## config.mk

```make
export PLATFORM = sky130hd
export DESIGN_NAME = dense_requant_serializer
export DESIGN_NICKNAME = d
export VERILOG_FILES = /design/src/rtl/dense_requant_pkg.sv /design/src/rtl/requant_lane.sv /design/src/rtl/dense_requant_serializer.sv
export SDC_FILE = /design/constraint.sdc
export NUM_CORES = 1
export LEC_CHECK = 0
export ABC_CLOCK_PERIOD_IN_PS = 3250
export CAP_MARGIN = 40
export CORE_UTILIZATION = 45
export DETAILED_ROUTE_END_ITERATION = 7
export DONT_BUFFER_PORTS = 1
export PLACE_DENSITY = 0.69
export SYNTH_ARGS = -nofsm -noshare
export SYNTH_HDL_FRONTEND = slang
export SYNTH_SLANG_ARGS = --single-unit
```

## constraint.sdc

```tcl
create_clock -name clock -period 3.25 [get_ports clock]
set_input_delay 0.65 -clock clock [delete_from_list [all_inputs] [get_ports clock]]
set_output_delay 0.65 -clock clock [all_outputs]
set_load 0.05 [all_outputs]
```

## src/rtl/dense_requant_pkg.sv

```systemverilog
// rtl/dense_requant_pkg.sv - shared state encoding and widths for the dense requant serializer
package dense_requant_pkg;

    localparam logic [1:0] ST_IDLE  = 2'd0;
    localparam logic [1:0] ST_QUANT = 2'd1;
    localparam logic [1:0] ST_SEND  = 2'd2;

    localparam int ACC_W = 34;
    localparam int PIX_W = 8;

endpackage

```

## src/rtl/requant_lane.sv

```systemverilog
// rtl/requant_lane.sv - one lane round/shift/clamp, ACC_W -> PIX_W; DENSE_REQUANT_RELU_EN selects unsigned clamp
module requant_lane
    import dense_requant_pkg::*;
#(
    parameter int SHIFT = 2
) (
    input  logic [ACC_W-1:0] i_acc,
    output logic [PIX_W-1:0] o_pix
);

    logic signed [ACC_W-1:0] w_r;

    generate
        if (SHIFT > 0) begin : g_round
            // Adding half an LSB before the arithmetic shift gives round-half-up.
            localparam logic signed [ACC_W-1:0] RND = ACC_W'(1) <<< ((SHIFT > 0) ? SHIFT - 1 : 0);
            logic signed [ACC_W-1:0] w_sum;
            assign w_sum = $signed(i_acc) + RND;
            assign w_r   = w_sum >>> SHIFT;
        end else begin : g_pass
            assign w_r = $signed(i_acc);
        end
    endgenerate

`ifdef DENSE_REQUANT_RELU_EN
    localparam logic signed [ACC_W-1:0] LO = '0;
    localparam logic signed [ACC_W-1:0] HI = ACC_W'(255);

    always_comb begin
        o_pix = w_r[PIX_W-1:0];
        if (w_r < LO) begin
            o_pix = 8'h00;
        end else if (w_r > HI) begin
            o_pix = 8'hff;
        end
    end
`else
    localparam logic signed [ACC_W-1:0] LO = -ACC_W'(128);
    localparam logic signed [ACC_W-1:0] HI = ACC_W'(127);

    always_comb begin
        o_pix = w_r[PIX_W-1:0];
        if (w_r < LO) begin
            o_pix = 8'h80;
        end else if (w_r > HI) begin
            o_pix = 8'h7f;
        end
    end
`endif

endmodule

```

## src/rtl/dense_requant_serializer.sv

```systemverilog
// rtl/dense_requant_serializer.sv - bias add, requantize and byte-serialize NUM_TREES lanes; option DENSE_REQUANT_RELU_EN
module dense_requant_serializer
    import dense_requant_pkg::*;
#(
    parameter int NUM_TREES = 2,
    parameter int SHIFT     = 2
) (
    input  logic                      clock,
    input  logic                      reset,
    input  logic [32*NUM_TREES-1:0]   pixel_in,
    input  logic [32*NUM_TREES-1:0]   bias,
    input  logic                      in_valid,
    output logic                      in_ready,
    output logic [PIX_W-1:0]          pixel_out,
    output logic                      out_valid,
    input  logic                      out_ready,
    output logic                      out_last
);

    localparam int IDX_W = (NUM_TREES > 1) ? $clog2(NUM_TREES) : 1;
    localparam logic [IDX_W-1:0] LAST_IDX = IDX_W'(NUM_TREES - 1);

    logic [1:0]                        r_state;
    logic [1:0]                        w_next_state;
    logic [IDX_W-1:0]                  r_idx;
    logic [NUM_TREES-1:0][ACC_W-1:0]   r_acc;
    logic [NUM_TREES-1:0][PIX_W-1:0]   r_bank;
    logic [NUM_TREES-1:0][PIX_W-1:0]   w_quant;
    logic                              w_accept;
    logic                              w_send_hs;
    logic                              w_last;

    assign w_accept  = in_valid && in_ready;
    assign w_last    = (r_idx == LAST_IDX);
    assign w_send_hs = (r_state == ST_SEND) && out_ready;

    generate
        for (genvar g = 0; g < NUM_TREES; g++) begin : g_lane
            requant_lane #(.SHIFT(SHIFT)) u_lane (
                .i_acc (r_acc[g]),
                .o_pix (w_quant[g])
            );
        end
    endgenerate

    always_ff @(posedge clock) begin
        if (reset) begin
            r_state <= ST_IDLE;
        end else begin
            r_state <= w_next_state;
        end
    end

    always_comb begin
        w_next_state = r_state;
        case (r_state)
            ST_IDLE:  if (w_accept) w_next_state = ST_QUANT;
            ST_QUANT: w_next_state = ST_SEND;
            ST_SEND:  if (out_ready && w_last) w_next_state = ST_IDLE;
            default:  w_next_state = ST_IDLE;
        endcase
    end

    // Outputs are gated by reset so nothing leaks out while a vector is being aborted.
    always_comb begin
        in_ready  = !reset && (r_state == ST_IDLE);
        out_valid = !reset && (r_state == ST_SEND);
        out_last  = out_valid && w_last;
        pixel_out = out_valid ? r_bank[r_idx] : '0;
    end

    always_ff @(posedge clock) begin
        if (reset) begin
            r_acc  <= '0;
            r_bank <= '0;
            r_idx  <= '0;
        end else begin
            if (w_accept) begin
                for (int k = 0; k < NUM_TREES; k++) begin
                    r_acc[k] <= {{(ACC_W-32){pixel_in[32*k+31]}}, pixel_in[32*k +: 32]}
                              + {{(ACC_W-32){bias[32*k+31]}}, bias[32*k +: 32]};
                end
            end
            if (r_state == ST_QUANT) begin
                r_bank <= w_quant;
                r_idx  <= '0;
            end
            if (w_send_hs) begin
                r_idx <= w_last ? '0 : r_idx + 1'b1;
            end
        end
    end

endmodule

```

Word level (Yosys, flattened, before mapping)
Cells that the tools add are included.
{"block": "totals", "register_bits": 87, "in_bits": 132, "output_inout_bits": 11, "elab_cells": 43}
{"block": "op_classes", "addsub": 5, "magnitude_cmp": 5, "eq_ne": 4, "n_mux": 13, "reduce_logical": 10}
{"op": "34-bit by 3-bit adder with 34-bit output, second input constant", "n": 2}
{"op": "32-bit by 32-bit adder with 33-bit output", "n": 2}
{"op": "32-bit by 8-bit > comparator with 1-bit output, second input constant", "n": 2}
{"op": "32-bit by 8-bit less-than comparator with 1-bit output, second input constant", "n": 2}
{"op": "8-bit 2-to-1 mux", "n": 7}
{"op": "1-bit logical AND", "n": 6}
{"op": "2-bit one-hot mux with 3 select lines", "n": 1}
{"op": "2-bit 2-to-1 mux", "n": 2}
{"op": "2-bit != test, second input constant", "n": 2}
{"op": "1-bit 2-to-1 mux", "n": 3}
{"op": "2-bit by 1-bit == test with 1-bit output, second input constant", "n": 1}
{"op": "2-bit == test, second input constant", "n": 1}
{"op": "2-bit zero test", "n": 1}
{"op": "1-bit by 2-bit less-than comparator with 1-bit output, second input constant", "n": 1}
{"op": "2-bit AND reduction", "n": 1}
{"op": "2-bit nonzero test", "n": 1}
{"op": "1-bit adder, second input constant", "n": 1}
{"op": "1-bit zero test", "n": 1}

Logic depth before layout (Yosys ltp)
{"block": "depth", "depth_word": 5, "ltp_mapped": 13, "depth_no_buf": 12}

Cells and area by module
A second synthesis with hierarchy kept.
{"block": "unflattened", "cells_unflattened": 1101, "area_unflattened_um2": 8295.5}
{"mod": "dense_requant_serializer", "n_inst": 1, "cells_per_inst": 803, "area_per_inst_um2": 6216.0, "seq_area_each_um2": 1701.6}
{"mod": "requant_lane", "n_inst": 2, "cells_per_inst": 149, "area_per_inst_um2": 1039.7, "seq_area_each_um2": 0.0}

Worst setup path after synthesis
No wires, ideal clock.
{"block": "synth_path", "path_type": "input to register", "startpoint": "in pixel_in[6]", "endpoint": "reg r_acc[29] (netlist bit)", "setup_ns": 0.133, "arrival_time_ns": 3.106, "required_ns": 3.117, "path_slack_ns": 0.011, "cell_stages": 11, "n_path_buf": 0, "path_cell_list": "ha_1 a2111o_1 a211o_1 and3b_1 o21ai_1 a211oi_1 or3_1 a221oi_1 nor4b_1 a21oi_1 o211ai_1"}
{"block": "synth_via", "elab_chain_len": 1}
{"element": "start: declaration", "line": "dense_requant_serializer.sv:10", "text": "input logic [32*NUM_TREES-1:0] pixel_in,"}
{"element": "32-bit by 32-bit adder with 33-bit output", "line": "dense_requant_serializer.sv:81", "text": "+ {{(ACC_W-32){bias[32*k+31]}}, bias[32*k +: 32]};"}
{"element": "end signal: indexed assignment", "line": "dense_requant_serializer.sv:80", "text": "r_acc[k] <= {{(ACC_W-32){pixel_in[32*k+31]}}, pixel_in[32*k +: 32]}"}
{"element": "end: declaration", "line": "dense_requant_serializer.sv:26", "text": "logic [NUM_TREES-1:0][ACC_W-1:0] r_acc;"}
No other way between the ends.
A chain may end at the register's enable or synchronous reset.

Worst setup path after layout
Ends and elaborated chain as after synthesis.

==> results.json <==
{
  "grt_pass1_wl_um": 32900,
  "io_pins": 143,
  "overflow": 0,
  "clock_skew_ns": 0.00501,
  "finalSetupViolations": 0,
  "grt_pass1_vias": 6685,
  "clk_latency_ns": 0.33,
  "nNetsFinal": 1309,
  "cts.clk_slew.worst_paths_ns": 0.06,
  "synth-main-ff-cell": "dfxtp_1",
  "yosys.cell_count.top_type": "nand2_1",
  "worstHoldStart": "reset",
  "htreeDepth": 3,
  "power_frac_comb": 0.327,
  "clock_path_buffers": 2,
  "place.gp.congestion": 0.952,
  "die_area_um2": 18100,
  "port_buffers": 0,
  "drtAntennaViolNets": 0,
  "synth_area_um2": 7910,
  "synth-seq-cells": 83,
  "synth_top_area_cell": "dfxtp_1",
  "synthAdderAreaFrac": 0.106,
  "cts_sinks": 83,
  "fin_crit_sh": 0.936,
  "fin_crit_ns": 3.04,
  "crit-reg2reg-launch": "r_acc[35]",
  "cp_max_fo": 3,
  "muxShareOfSynthArea": 0.0152,
  "worstPathArrival_ns": 3.25,
  "clkPwrFrac": 0.314,
  "dpl.hpwl_um": 16000,
  "grt_setup_unrepaired": "false",
  "crit_path_end_kind": "register",
  "max_slew_margin": 0.625,
  "p_sw_w": 0.00117,
  "fin_cells": 1341,
  "ys_types": 75,
  "crit_type": "primary input to register",
  "vdd_drop_max_uv": 237,
  "syn-instance-count": 1074,
  "worstPathRequired_ns": 3.46,
  "report.final.slew_viol_count": 0,
  "firstDrtPassIters": 5,
  "synth_top_area_frac": 0.210,
  "die_y_um": 135,
  "whs_path_depth": 1,
  "wirelength_um": 20200,
  "dp.cells": 1325,
  "cellLeakagePower_nw": 3.67,
  "synth_edf_count": 0,
  "synth_xor_area_frac": 0.0852,
  "numCtsBuffers": 9,
  "ys_seq_area_frac": 0.210,
  "vias_per_cell": 5.86,
  "start_util": 0.459,
  "status": "complete, no violations",
  "cts_resized": 0,
  "wl_per_cell_um": 15.1,
  "syn_nets": 1272,
  "yosys-top-cells-area": "dfxtp_1 (21%), ha_1 (10%), a21oi_1 (6.0%)",
  "fp.dieW_um": 135,
  "num_rows": 48,
  "drt_iter0_drc": 578,
  "post-route-util": 0.519,
  "coreArea_um2": 17200,
  "grt_antenna_before_repair": 0,
  "synthSimpleGateAreaFrac": 0.278,
  "vias": 7861,
  "hold_viol": 0,
  "avgSynthCellArea_um2": 7.37,
  "min_to": "r_state[1]",
  "antennaDiodeCount": 0,
  "worst_pin_slew_ns": 0.556,
  "grt_max_degree": 65,
  "async_flop_share": 0,
  "synth_commonest_cells": "nand2_1 (109), a21oi_1 (95), nor2_1 (84)",
  "hold_class": "primary input to register",
  "synth_top_family_by_area": "simple AND/OR/NAND/NOR gates",
  "fmax_mhz": 329,
  "powerDensity_nw_per_um2": 392,
  "pwr-share-seq": 0.359,
  "ff2ff_path_depth": 12,
  "cts_hold_buf": 0,
  "cts_tree": "yes",
  "switching_share": 0.333,
  "p_int_w": 0.00234,
  "grt_usage": 0.221,
  "cap_violations": 0,
  "rr_endpoint": "r_bank[8]",
  "drive_above_1_share": 0.112,
  "remaining_drc_errors": 0,
  "synthToLayoutAreaGrowth_pct": 13.0,
  "yosysWarnings": 0,
  "cp-start-kind": "primary input",
  "cts-root-buf": "clkbuf_16",
  "synth_compound_area_frac": 0.263,
  "hold_slack_ns": 0.376,
  "r2r_slack_ns": 0.27,
  "cts_setup_buffers": 0
}
## registers in the layout, summed over array words and instances (netlist names)
signal,cells
r_idx,1
r_state,2
r_bank,16
r_acc,64
## final cells by class
| type | instances | area (µm²) |
|---|---|---|
| multi-input cells | 905 | 5940 |
| clock buffers | 10 | 239 |
| inverters | 33 | 124 |
| clock inverters | 6 | 88.8 |
| flip-flops and latches | 83 | 1660 |
| fillers | 1640 | 8300 |
| repair buffers | 79 | 606 |
| well taps | 225 | 282 |
## worst max path at each step
stage	startpoint	end	depth (start not counted)
final	pixel_in[6]	r_acc[29]	11
after global routing	pixel_in[6]	r_acc[23]	12
after global placement	pixel_in[6]	r_acc[29]	11
after floorplan	pixel_in[6]	r_acc[29]	11
after CTS	pixel_in[6]	r_acc[29]	11
after detailed placement	pixel_in[6]	r_acc[29]	11
## metrics by stage
step           total power (W)  area (µm²)  setup TNS, ns  setup slack (ns)
6_report               0.00350        8940              0             0.207
5_1_grt                0.00371        8940              0            0.0124
4_1_cts                0.00350        8930              0             0.128
3_5_place_dp           0.00241        8600         -0.518            -0.214
3_3_place_gp           0.00239        8600         -0.248            -0.153
2_1_floorplan          0.00210        7910              0            0.0113
## kinds of logic after synthesis
logic type,after synthesis
compound gates,323
xor+xnor,77
fa+ha+maj,66
buf+inv,86
flops,83
mux,12
simple gates,427
## routing by layer
layer,share of wire,track usage
met4,0.011,0.0456
met3,0.065,0.0368
met1,0.52,0.342
met2,0.40,0.317
met5,0,0
## power groups by stage
stage	clock network, W	logic [W]	registers, W
floorplan	0	0.000881	0.00122
global placement	0	0.00112	0.00127
detailed placement	0	0.00113	0.00128
CTS	0.00111	0.00114	0.00125
global route	0.00116	0.00128	0.00127
finish	0.00110	0.00115	0.00126
## worst max-delay path: stages
cell,delay (ns)
ha_1,0.30
a2111o_1,0.41
a211o_1,0.30
and3b_1,0.18
o21ai_1,0.24
a211oi_1,0.14
or3_1,0.42
a221oi_2,0.29
nor4b_1,0.08
a21oi_1,0.14
o211ai_1,0.10
## placed cells by master (no fill, tap or decap), types with 8 or more instances in the layout
cell type	count
and3_1	20
a21o_1	26
nand2_1	108
dfxtp_1	83
xor2_1	41
o31ai_1	8
nor3_1	21
mux2i_1	12
o21ai_0	74
and2_1	9
a22oi_1	9
a31oi_1	13
nor2b_1	13
buf_4	78
clkbuf_16	9
xnor2_1	36
nor4_1	10
nand4_1	22
a21oi_1	95
nor2_1	84
o211ai_1	9
o21a_1	10
inv_1	32
a211oi_1	10
nand2b_1	16
nand3_1	81
ha_1	64
No activity file was read; power rests on OpenSTA's default activity.
